--- src/rtl/reg_pipe_n_pkg.sv ---
`default_nettype none
// ============================================================================
// Module      : mult_pkg
// Description : Shared constants and helpers for the 12x12 Booth multiplier
//               datapath pipeline registers.
// Revision    : 1.0 - initial release
// ============================================================================
package mult_pkg;

  // Default datapath width of the multiplier operands
  localparam int DATA_W         = 12;

  // Deepest retiming pipeline supported between datapath sections
  localparam int MAX_PIPE_DEPTH = 16;

  // Ceiling log2, usable in constant expressions (clog2(1) = 0)
  function automatic int clog2(input int value);
    int r;
    r = 0;
    for (int i = 0; i < 31; i++) begin
      if ((1 << i) < value) begin
        r = i + 1;
      end
    end
    return r;
  endfunction

endpackage
`default_nettype wire

--- src/rtl/reg_pipe_n_pipe_stage.sv ---
`default_nettype none
// ============================================================================
// Module      : pipe_stage
// Description : One elastic pipeline stage: a valid bit plus a data register.
//               Data is only captured when a valid word arrives, so an
//               emptied stage keeps showing its last word.
// Revision    : 1.0 - initial release
// ============================================================================
module pipe_stage
  import mult_pkg::*;
#(
  parameter int NUMBER_OF_BITS = DATA_W
) (
  input  logic                      clk,
  input  logic                      reset,
  input  logic                      i_flush,
  input  logic                      i_load,
  input  logic                      i_next_valid,
  input  logic [NUMBER_OF_BITS-1:0] i_data,
  output logic                      o_valid,
  output logic [NUMBER_OF_BITS-1:0] o_data
);

  logic                      r_valid;
  logic [NUMBER_OF_BITS-1:0] r_data;

  // Reset clears everything; flush clears only the valid bit; otherwise load
  always_ff @(posedge clk) begin
    if (reset) begin
      r_valid <= 1'b0;
      r_data  <= '0;
    end else if (i_flush) begin
      r_valid <= 1'b0;
    end else if (i_load) begin
      r_valid <= i_next_valid;
      if (i_next_valid) begin
        r_data <= i_data;
      end
    end
  end

  assign o_valid = r_valid;
  assign o_data  = r_data;

endmodule
`default_nettype wire

--- src/rtl/reg_pipe_n.sv ---
`default_nettype none
// ============================================================================
// Module      : reg_pipe_n
// Description : DEPTH-stage elastic pipeline register with ready/valid
//               backpressure, bubble collapsing and synchronous flush.
//               Used to retime the Booth multiplier datapath.
// Revision    : 1.0 - initial release
// ============================================================================
module reg_pipe_n
  import mult_pkg::*;
#(
  parameter  int NUMBER_OF_BITS = DATA_W,
  parameter  int DEPTH          = 2,
  localparam int OCC_BITS       = clog2(DEPTH + 1)
) (
  input  logic                      clk,
  input  logic                      reset,
  input  logic                      flush,
  input  logic                      in_valid,
  output logic                      in_ready,
  input  logic [NUMBER_OF_BITS-1:0] in_data,
  output logic                      out_valid,
  input  logic                      out_ready,
  output logic [NUMBER_OF_BITS-1:0] out_data,
  output logic [OCC_BITS-1:0]       occupancy
);

  logic [DEPTH-1:0]          w_valid;
  logic [NUMBER_OF_BITS-1:0] w_data [DEPTH];
  logic [DEPTH-1:0]          w_can_load;
  logic                      w_in_fire;
  logic [OCC_BITS-1:0]       w_occ;

  // Ready chain from the output side back: a stage can load when it is empty
  // or its own word moves on this cycle
  always_comb begin
    w_can_load            = '0;
    w_can_load[DEPTH-1]   = !w_valid[DEPTH-1] || out_ready;
    for (int k = DEPTH - 2; k >= 0; k--) begin
      w_can_load[k] = !w_valid[k] || w_can_load[k + 1];
    end
  end

  assign in_ready  = w_can_load[0] && !flush && !reset;
  assign w_in_fire = in_valid && in_ready;

  // Stage 0 is fed from the input port, every later stage from its predecessor.
  // A stage that loads from an empty predecessor becomes a bubble, which is
  // how gaps close even while the output is stalled.
  for (genvar k = 0; k < DEPTH; k++) begin : g_stage
    logic                      w_next_valid;
    logic [NUMBER_OF_BITS-1:0] w_din;

    if (k == 0) begin : g_head
      assign w_next_valid = w_in_fire;
      assign w_din        = in_data;
    end else begin : g_body
      assign w_next_valid = w_valid[k - 1];
      assign w_din        = w_data[k - 1];
    end

    pipe_stage #(
      .NUMBER_OF_BITS (NUMBER_OF_BITS)
    ) u_stage (
      .clk          (clk),
      .reset        (reset),
      .i_flush      (flush),
      .i_load       (w_can_load[k]),
      .i_next_valid (w_next_valid),
      .i_data       (w_din),
      .o_valid      (w_valid[k]),
      .o_data       (w_data[k])
    );
  end

  // Occupancy is a popcount of the registered valid bits only
  always_comb begin
    w_occ = '0;
    for (int k = 0; k < DEPTH; k++) begin
      w_occ = w_occ + OCC_BITS'(w_valid[k]);
    end
  end

  assign out_valid = w_valid[DEPTH-1];
  assign out_data  = w_data[DEPTH-1];
  assign occupancy = w_occ;

endmodule
`default_nettype wire

--- config.mk ---
export PLATFORM = sky130hd
export DESIGN_NAME = reg_pipe_n
export DESIGN_NICKNAME = d
export VERILOG_FILES = /design/src/rtl/reg_pipe_n_pkg.sv /design/src/rtl/reg_pipe_n_pipe_stage.sv /design/src/rtl/reg_pipe_n.sv
export SDC_FILE = /design/constraint.sdc
export NUM_CORES = 1
export LEC_CHECK = 0
export CORE_UTILIZATION = 50
export DETAILED_ROUTE_END_ITERATION = 10
export PLACE_DENSITY = 0.88
export SETUP_SLACK_MARGIN = 0.5
export SYNTH_ARGS = -nofsm -noshare
export SYNTH_HDL_FRONTEND = slang
export SYNTH_HIERARCHICAL = 1
export SYNTH_SLANG_ARGS = --single-unit
--- constraint.sdc ---
create_clock -name clk -period 3 [get_ports clk]
set_clock_uncertainty 0.1 [all_clocks]
set_input_delay 0.6 -clock clk [delete_from_list [all_inputs] [get_ports clk]]
set_output_delay 0.6 -clock clk [all_outputs]
set_load 0.02 [all_outputs]
* After elaboration in Yosys (flattened, before gate mapping)
Cells that the tools add are included.
Word-level totals: word-level logic and storage cells 18, output and inout bits 16, register bits after elaboration 26
Cells by class: bitwise operators 1, reductions and logical operators 12, add/sub/neg operators 1
Operators with widths (number):
- 3-bit AND reduction | 2
- 1-bit logical NOT | 4
- 1-bit logical AND | 3
- 1-bit by 1-bit adder with 2-bit output | 1
- 1-bit logical OR | 2
- 2-bit OR reduction | 1
- 1-bit inverter | 1

* Longest topological paths before layout
depth after elaboration 7, depth in mapped cells 6, gate-level depth less buffers 4

* By module
Netlist, hierarchy kept.
Modules (own cells, without submodules):
- pipe_stage | instances 2, cells each 56, area each 593.1 µm²
- reg_pipe_n | instances 1, cells each 6, area each 55.1 µm²

* Worst setup path after synthesis
OpenSTA, ideal clock, no wires.
kind input to register, start input out_ready, end register g_stage[0].u_stage.r_data[0], arrival time 1463 ps, path buffers 2, cell stages on the path 6, library setup time 118 ps, setup slack 1319 ps, cells stage by stage nand3b_4 > and3_1 > and3b_1 > buf_6 > buf_12 > mux2i_1
On the way: longest elaborated chain between the ends 6
RTL lines:
- start: declaration | RTL line reg_pipe_n.sv:23 | input logic out_ready,
- 1-bit logical OR | RTL line reg_pipe_n.sv:38 | w_can_load[DEPTH-1] = !w_valid[DEPTH-1] || out_ready;
- 1-bit logical OR | RTL line reg_pipe_n.sv:40 | w_can_load[k] = !w_valid[k] || w_can_load[k + 1];
- 1-bit logical AND (2 in series) | RTL line reg_pipe_n.sv:44 | assign in_ready = w_can_load[0] && !flush && !reset;
- 1-bit logical AND | RTL line reg_pipe_n.sv:45 | assign w_in_fire = in_valid && in_ready;
- named net g_stage[0].w_next_valid | RTL line reg_pipe_n.sv:51 | logic w_next_valid;
- 3-bit AND reduction (no source line)
- end signal: assignment | RTL line reg_pipe_n_pipe_stage.sv:37 | r_data <= i_data;
- end: declaration | RTL line reg_pipe_n_pipe_stage.sv:25 | logic [NUMBER_OF_BITS-1:0] r_data;
The timed path passes the listed nets, and every way through them passes these cells. A chain may end at the register's enable or synchronous reset.

* Worst setup path in the final report
start input flush, end output in_ready
On the way: longest elaborated chain between the ends 3
RTL lines:
- start: declaration | RTL line reg_pipe_n.sv:18 | input logic flush,
- 1-bit logical NOT | RTL line reg_pipe_n.sv:44
- 1-bit logical AND (2 in series) | RTL line reg_pipe_n.sv:44
- end: declaration | RTL line reg_pipe_n.sv:20 | output logic in_ready,
No other way between the ends.

==> results.json <==
{
  "grt_pass1_wl_um": 3570,
  "synth.largest_area_cell": "dfxtp_1",
  "die_h_um": 51.8,
  "clockBufferDepth": 2,
  "status": "finished, final reports clean",
  "start_kind": "input port",
  "drv_cap": 0,
  "cts_root_buf": "clkbuf_4",
  "synth-seq-cells": 26,
  "synth_fa_ha_area_frac": 0.0101,
  "cts_setup_buffers": 0,
  "crit_fanout": 5,
  "rows": 17,
  "firstDrtPassIters": 4,
  "end_kind": "output port",
  "fin_crit_sh": 0.796,
  "start_util": 0.545,
  "grt_pass1_vias": 866,
  "multi_input_area_um2": 643,
  "dieWidth_um": 51.8,
  "p_per_area_nw_per_um2": 411,
  "synth_xor_xnor_area_share": 0,
  "grt_usage": 0.184,
  "wirelength_um": 2140,
  "die_area_um2": 2690,
  "final_util": 0.697,
  "cpMaxStageDelayCell": "clkdlybuf4s50_1",
  "syn_inst": 118,
  "slowest_delay_ps": 480,
  "grt_max_degree": 51,
  "clk_latency_ps": 330,
  "cts_tree": "built",
  "core_um2": 2280,
  "gr-total-overflow": 0,
  "yosys.area_share.simple": 0.298,
  "ff2ff_setup_slack_ps": 1360,
  "cts.sinks": 26,
  "io_pins": 33,
  "critical_path_class": "in2out",
  "crit_required_ps": 2300,
  "cp.arrival_ps": 1690,
  "drc": 0,
  "cts.clk_slew.worst_paths_ps": 140,
  "drive_gt1_frac": 0.0473,
  "vias": 871,
  "synth_most_common_cell": "nand2b_1",
  "whs_ps": 383,
  "fin_crit_ps": 2390,
  "synthFlopType": "dfxtp_1",
  "cts_max_level": 1,
  "synth_area_per_cell_um2": 10.5,
  "finalWeightedCongestion": 0.722,
  "async_reset_ff_frac": 0,
  "diodes": 0,
  "fmax_ghz": 0.419,
  "vdd_ir_drop_max_v": 0.000375,
  "viasPerCell": 4.95,
  "wire_per_inst_um": 12.2,
  "synth.net_count": 136,
  "tightest_slew_ps": 769,
  "cts_buffers": 3,
  "area_delta_synth_final_pct": 27.7,
  "synth_top_cell_area_share": 0.419,
  "port_buffers": 32,
  "synth.top_cells.by_count": "nand2b_1 (49), dfxtp_1 (26), mux2i_1 (26), clkbuf_1 (4)",
  "first_iter_violations": 11,
  "synth_compound_area_frac": 0,
  "synth_edf_count": 0,
  "grt_setup_unrepaired": "false",
  "fin_nets": 167,
  "netlist-cell-type-count": 13,
  "synth_area_um2": 1240,
  "yosys-top-cells-area": "dfxtp_1 (42%), nand2b_1 (25%), mux2i_1 (21%)",
  "ant_nets": 0,
  "n_fill_cell": 180,
  "grt_antenna_before_repair": 0,
  "yosysWarnings": 6,
  "p_total_mw": 0.651,
  "crit_chain": "clkdlybuf4s50_1 -> nor2_1 -> and2_1 -> dlygate4sd2_1",
  "hold_path.class": "reg2reg",
  "seq_area_um2": 520,
  "yosysSeqAreaShare": 0.419,
  "p_leak_nw": 0.584,
  "setup_viol": 0,
  "tns_ps": 0,
  "slew_headroom": 0.487,
  "hold_violations": 0,
  "synth_top_family_by_area": "simple AND/OR/NAND/NOR gates",
  "slew_viol_final": 0,
  "synthMuxAreaShare": 0.210,
  "dpl.hpwl_um": 1490
}
-- cells in the final DEF, fill, tap and decap left out --
| cell type | count |
|---|---|
| and2_1 | 1 |
| and3_1 | 1 |
| and3b_1 | 2 |
| buf_4 | 2 |
| bufinv_16 | 1 |
| clkbuf_4 | 3 |
| clkdlybuf4s50_1 | 31 |
| dfxtp_1 | 26 |
| dlygate4sd2_1 | 1 |
| ha_1 | 1 |
| mux2i_1 | 26 |
| nand2b_1 | 49 |
| nand3b_4 | 1 |
| nor2_1 | 1 |
| nor3_1 | 2 |
-- state kept, by name, summed over array words and instances (netlist names) --
register                 cells
g_stage.u_stage/o_valid      2
g_stage.u_stage/o_data      24
-- kinds of logic after synthesis --
group / Yosys count
buffers and inverters: 8
flip-flops: 26
multiplexers: 26
adder cells (fa/ha/maj): 1
AND/OR/NAND/NOR: 57
-- power breakdown --
group,internal (mW),switching (mW),total [mW]
sequential,0.349,0.00233,0.352
combinational,0.0384,0.0203,0.0586
clock,0.135,0.105,0.241
-- metrics by stage --
| step | setup slack, ps | area [um2] | instances |
|---|---|---|---|
| after CTS | 610 | 1590 | 176 |
| final | 611 | 1590 | 176 |
| after detailed placement | 349 | 1530 | 172 |
| after global routing | 555 | 1590 | 176 |
| after global placement | 384 | 1530 | 172 |
| after floorplan | 1320 | 1240 | 118 |
-- routing by layer --
metal	GRT usage	part of all wire
met2	0.306	0.50
met5	0	0
met3	0.0351	0.023
met1	0.207	0.45
met4	0.135	0.025
-- worst paths after layout --
kind / to / depth (start not counted) / startpoint
hold / removal: g_stage[1].u_stage/o_data[11]$_SDFFE_PP0P_ / 2 / g_stage[0].u_stage/o_data[11]$_SDFFE_PP0P_
setup reg to reg: g_stage[1].u_stage/o_data[4]$_SDFFE_PP0P_ / 3 / g_stage[1].u_stage/o_valid$_SDFFE_PP0P_
hold reg to reg: g_stage[1].u_stage/o_data[11]$_SDFFE_PP0P_ / 2 / g_stage[0].u_stage/o_data[11]$_SDFFE_PP0P_
setup / recovery: in_ready / 4 / flush
-- critical path: cells and delay by family --
family	cells	cell delay, ps
and+or+nand+nor	2	280
buffers and inverters	2	800
-- area by class of cell --
type,count,area share
Clock inverter,1,0.0189
Multi-Input combinational cell,84,0.406
Tap cell,28,0.0221
Clock buffer,3,0.0142
Timing Repair Buffer,34,0.211
Sequential cell,26,0.328
-- what timing repair did --
| item | in CTS | in global routing |
|---|---|---|
| endpoints found under the hold margin | 0 | 0 |
| hold buffers | 0 | 0 |
| endpoints found under the setup margin | 1 | 0 |
| gates resized for setup | 1 | 0 |
Note: power is estimated with default switching activity, not from simulation.
==> RTL change: new RTL, same flow settings <==
Reset style: asynchronous (`reset`), changed in one clocked block.
--- a/src/rtl/reg_pipe_n_pipe_stage.sv
+++ b/src/rtl/reg_pipe_n_pipe_stage.sv
@@ -27,3 +27,3 @@
   // Reset clears everything; flush clears only the valid bit; otherwise load
-  always_ff @(posedge clk) begin
+  always_ff @(posedge clk or posedge reset) begin
     if (reset) begin
Function: differs if reset is asserted again (counterexample within 4 cycles, from zero or initial values and one cycle with reset high); with reset held inactive, the same outputs for 10 cycles.
==> RTL change against the original RTL <==
- setup slack worse by 40 ps
- critical path depth down 2
- synthesized area down 7.5%
- wire length down 4.0%
- sequential cell count unchanged
- global-route usage up 0.74 points
- cell area down 3.5%
Power is not compared: it rests on default switching activity, and its combinational part moved more than twofold at a synthesized area within 25%.
==> RTL change: results <==
[synth]
syn_avg_cell_area_um2 = 17.4
yosysWarnings = 6
ys_seq_area_frac = 0.566
yosys-top-cells-area = dfrtp_1 57%, mux2_4 26%, nand3b_4 5.2%, mux2_2 3.9%, buf_6 2.0%
synth_nets = 84
synth_common_cells = 26 x dfrtp_1, 20 x mux2_4, 4 x mux2_2
async_flop_share = 1.00
yosysUniqueCellTypes = 12

[clock_network]
cts_max_level = 1
clk_pin_slew_ps = 140
cts_buffer_depth = 2
cts_root_buf = clkbuf_4
cts_buffers = 3
cts.repair.resized = 1
clock_latency_ps = 310
postCtsSetupBuffers = 0

[outcome]
outcome = finished, final reports clean

[finish]
largest_reg_flops = 24
final_cells = 127
layout.nets = 119
layout-drive-gt1-share = 0.330
diodes = 0

[place]
io_buffers = 32
dpl_cell_area_um2 = 1480
dp_hpwl_um = 1520
place_congestion = 0.707
place_worst_setup_slack_ps = 284

[worst_setup_path]
crit_fanout = 5
worstPathArrival_ps = 1730
rrSetupSlack_ps = 1310

[hold_path]
min_path_type = register to register

[power]
ir_drop_mv = 0.417
leakagePower_nw = 0.786

[timing]
fmax_mhz = 412
whs_ps = 416
relSlewSlack = 0.639

[grt]
grt_pass1_vias = 706
grt_pass1_wl_um = 3440
grt_max_degree = 16
grtUsageTotal = 0.192
antenna_found_initial = 0

[routing]
viasPerCell = 5.13
detail_route.first_pass.iterations = 3
drt_first_iter_violations = 6
wl_per_cell_um = 16.2

[flow_run]
maxCapViolations = 0
==> RTL change: layer usage <==
layer | GRT usage | vias up | part of all wire
met3 | 0.0278 | 6 | 0.031
li1 | - | 296 | -
met1 | 0.236 | 327 | 0.43
met4 | 0.105 | 0 | 0.032
met2 | 0.320 | 22 | 0.50
met5 | 0 | - | 0
==> RTL change: path summary, 6_finish.rpt <==
path                                            endpoint  depth (start not counted)                         start
max                                         occupancy[0]                          2    g_stage[0].u_stage/o_valid
min                         g_stage[1].u_stage/o_data[8]                          1  g_stage[0].u_stage/o_data[8]
max reg2reg                 g_stage[0].u_stage/o_data[0]                          4    g_stage[0].u_stage/o_valid
min reg2reg                 g_stage[1].u_stage/o_data[8]                          1  g_stage[0].u_stage/o_data[8]
max in group asynchronous  g_stage[0].u_stage/o_data[11]                          2                         reset
min in group asynchronous   g_stage[1].u_stage/o_data[4]                          2                         reset
==> RTL change: cell families after synthesis <==
group / after synthesis / synth area share
buffers and inverters: 4 / 0.0261
muxes: 26 / 0.318
adders and majority gates: 1 / 0.0109
DFF: 26 / 0.566
and+or+nand+nor: 9 / 0.0784
==> RTL change: where the power goes <==
group          switching (mW)  leakage, nW  internal, mW  total (mW)
combinational           0.129        0.435         0.215       0.344
sequential             0.0532        0.323         0.438       0.491
clock                   0.101       0.0279         0.135       0.236
==> RTL change: worst max-delay path, stage by stage, from the launching register on <==
cell and delay [ps]:
dfrtp_1 500, ha_1 320, clkdlybuf4s50_1 600
==> RTL change: layout make-up <==
class / instances / area, um2
multi-input combinational: 36 / 470
clock buffer: 3 / 22.5
clock inverter: 1 / 30.0
inverter: 2 / 7.51
fill: 126 / 532
sequential: 26 / 651
tap: 27 / 33.8
timing repair buffer: 32 / 315
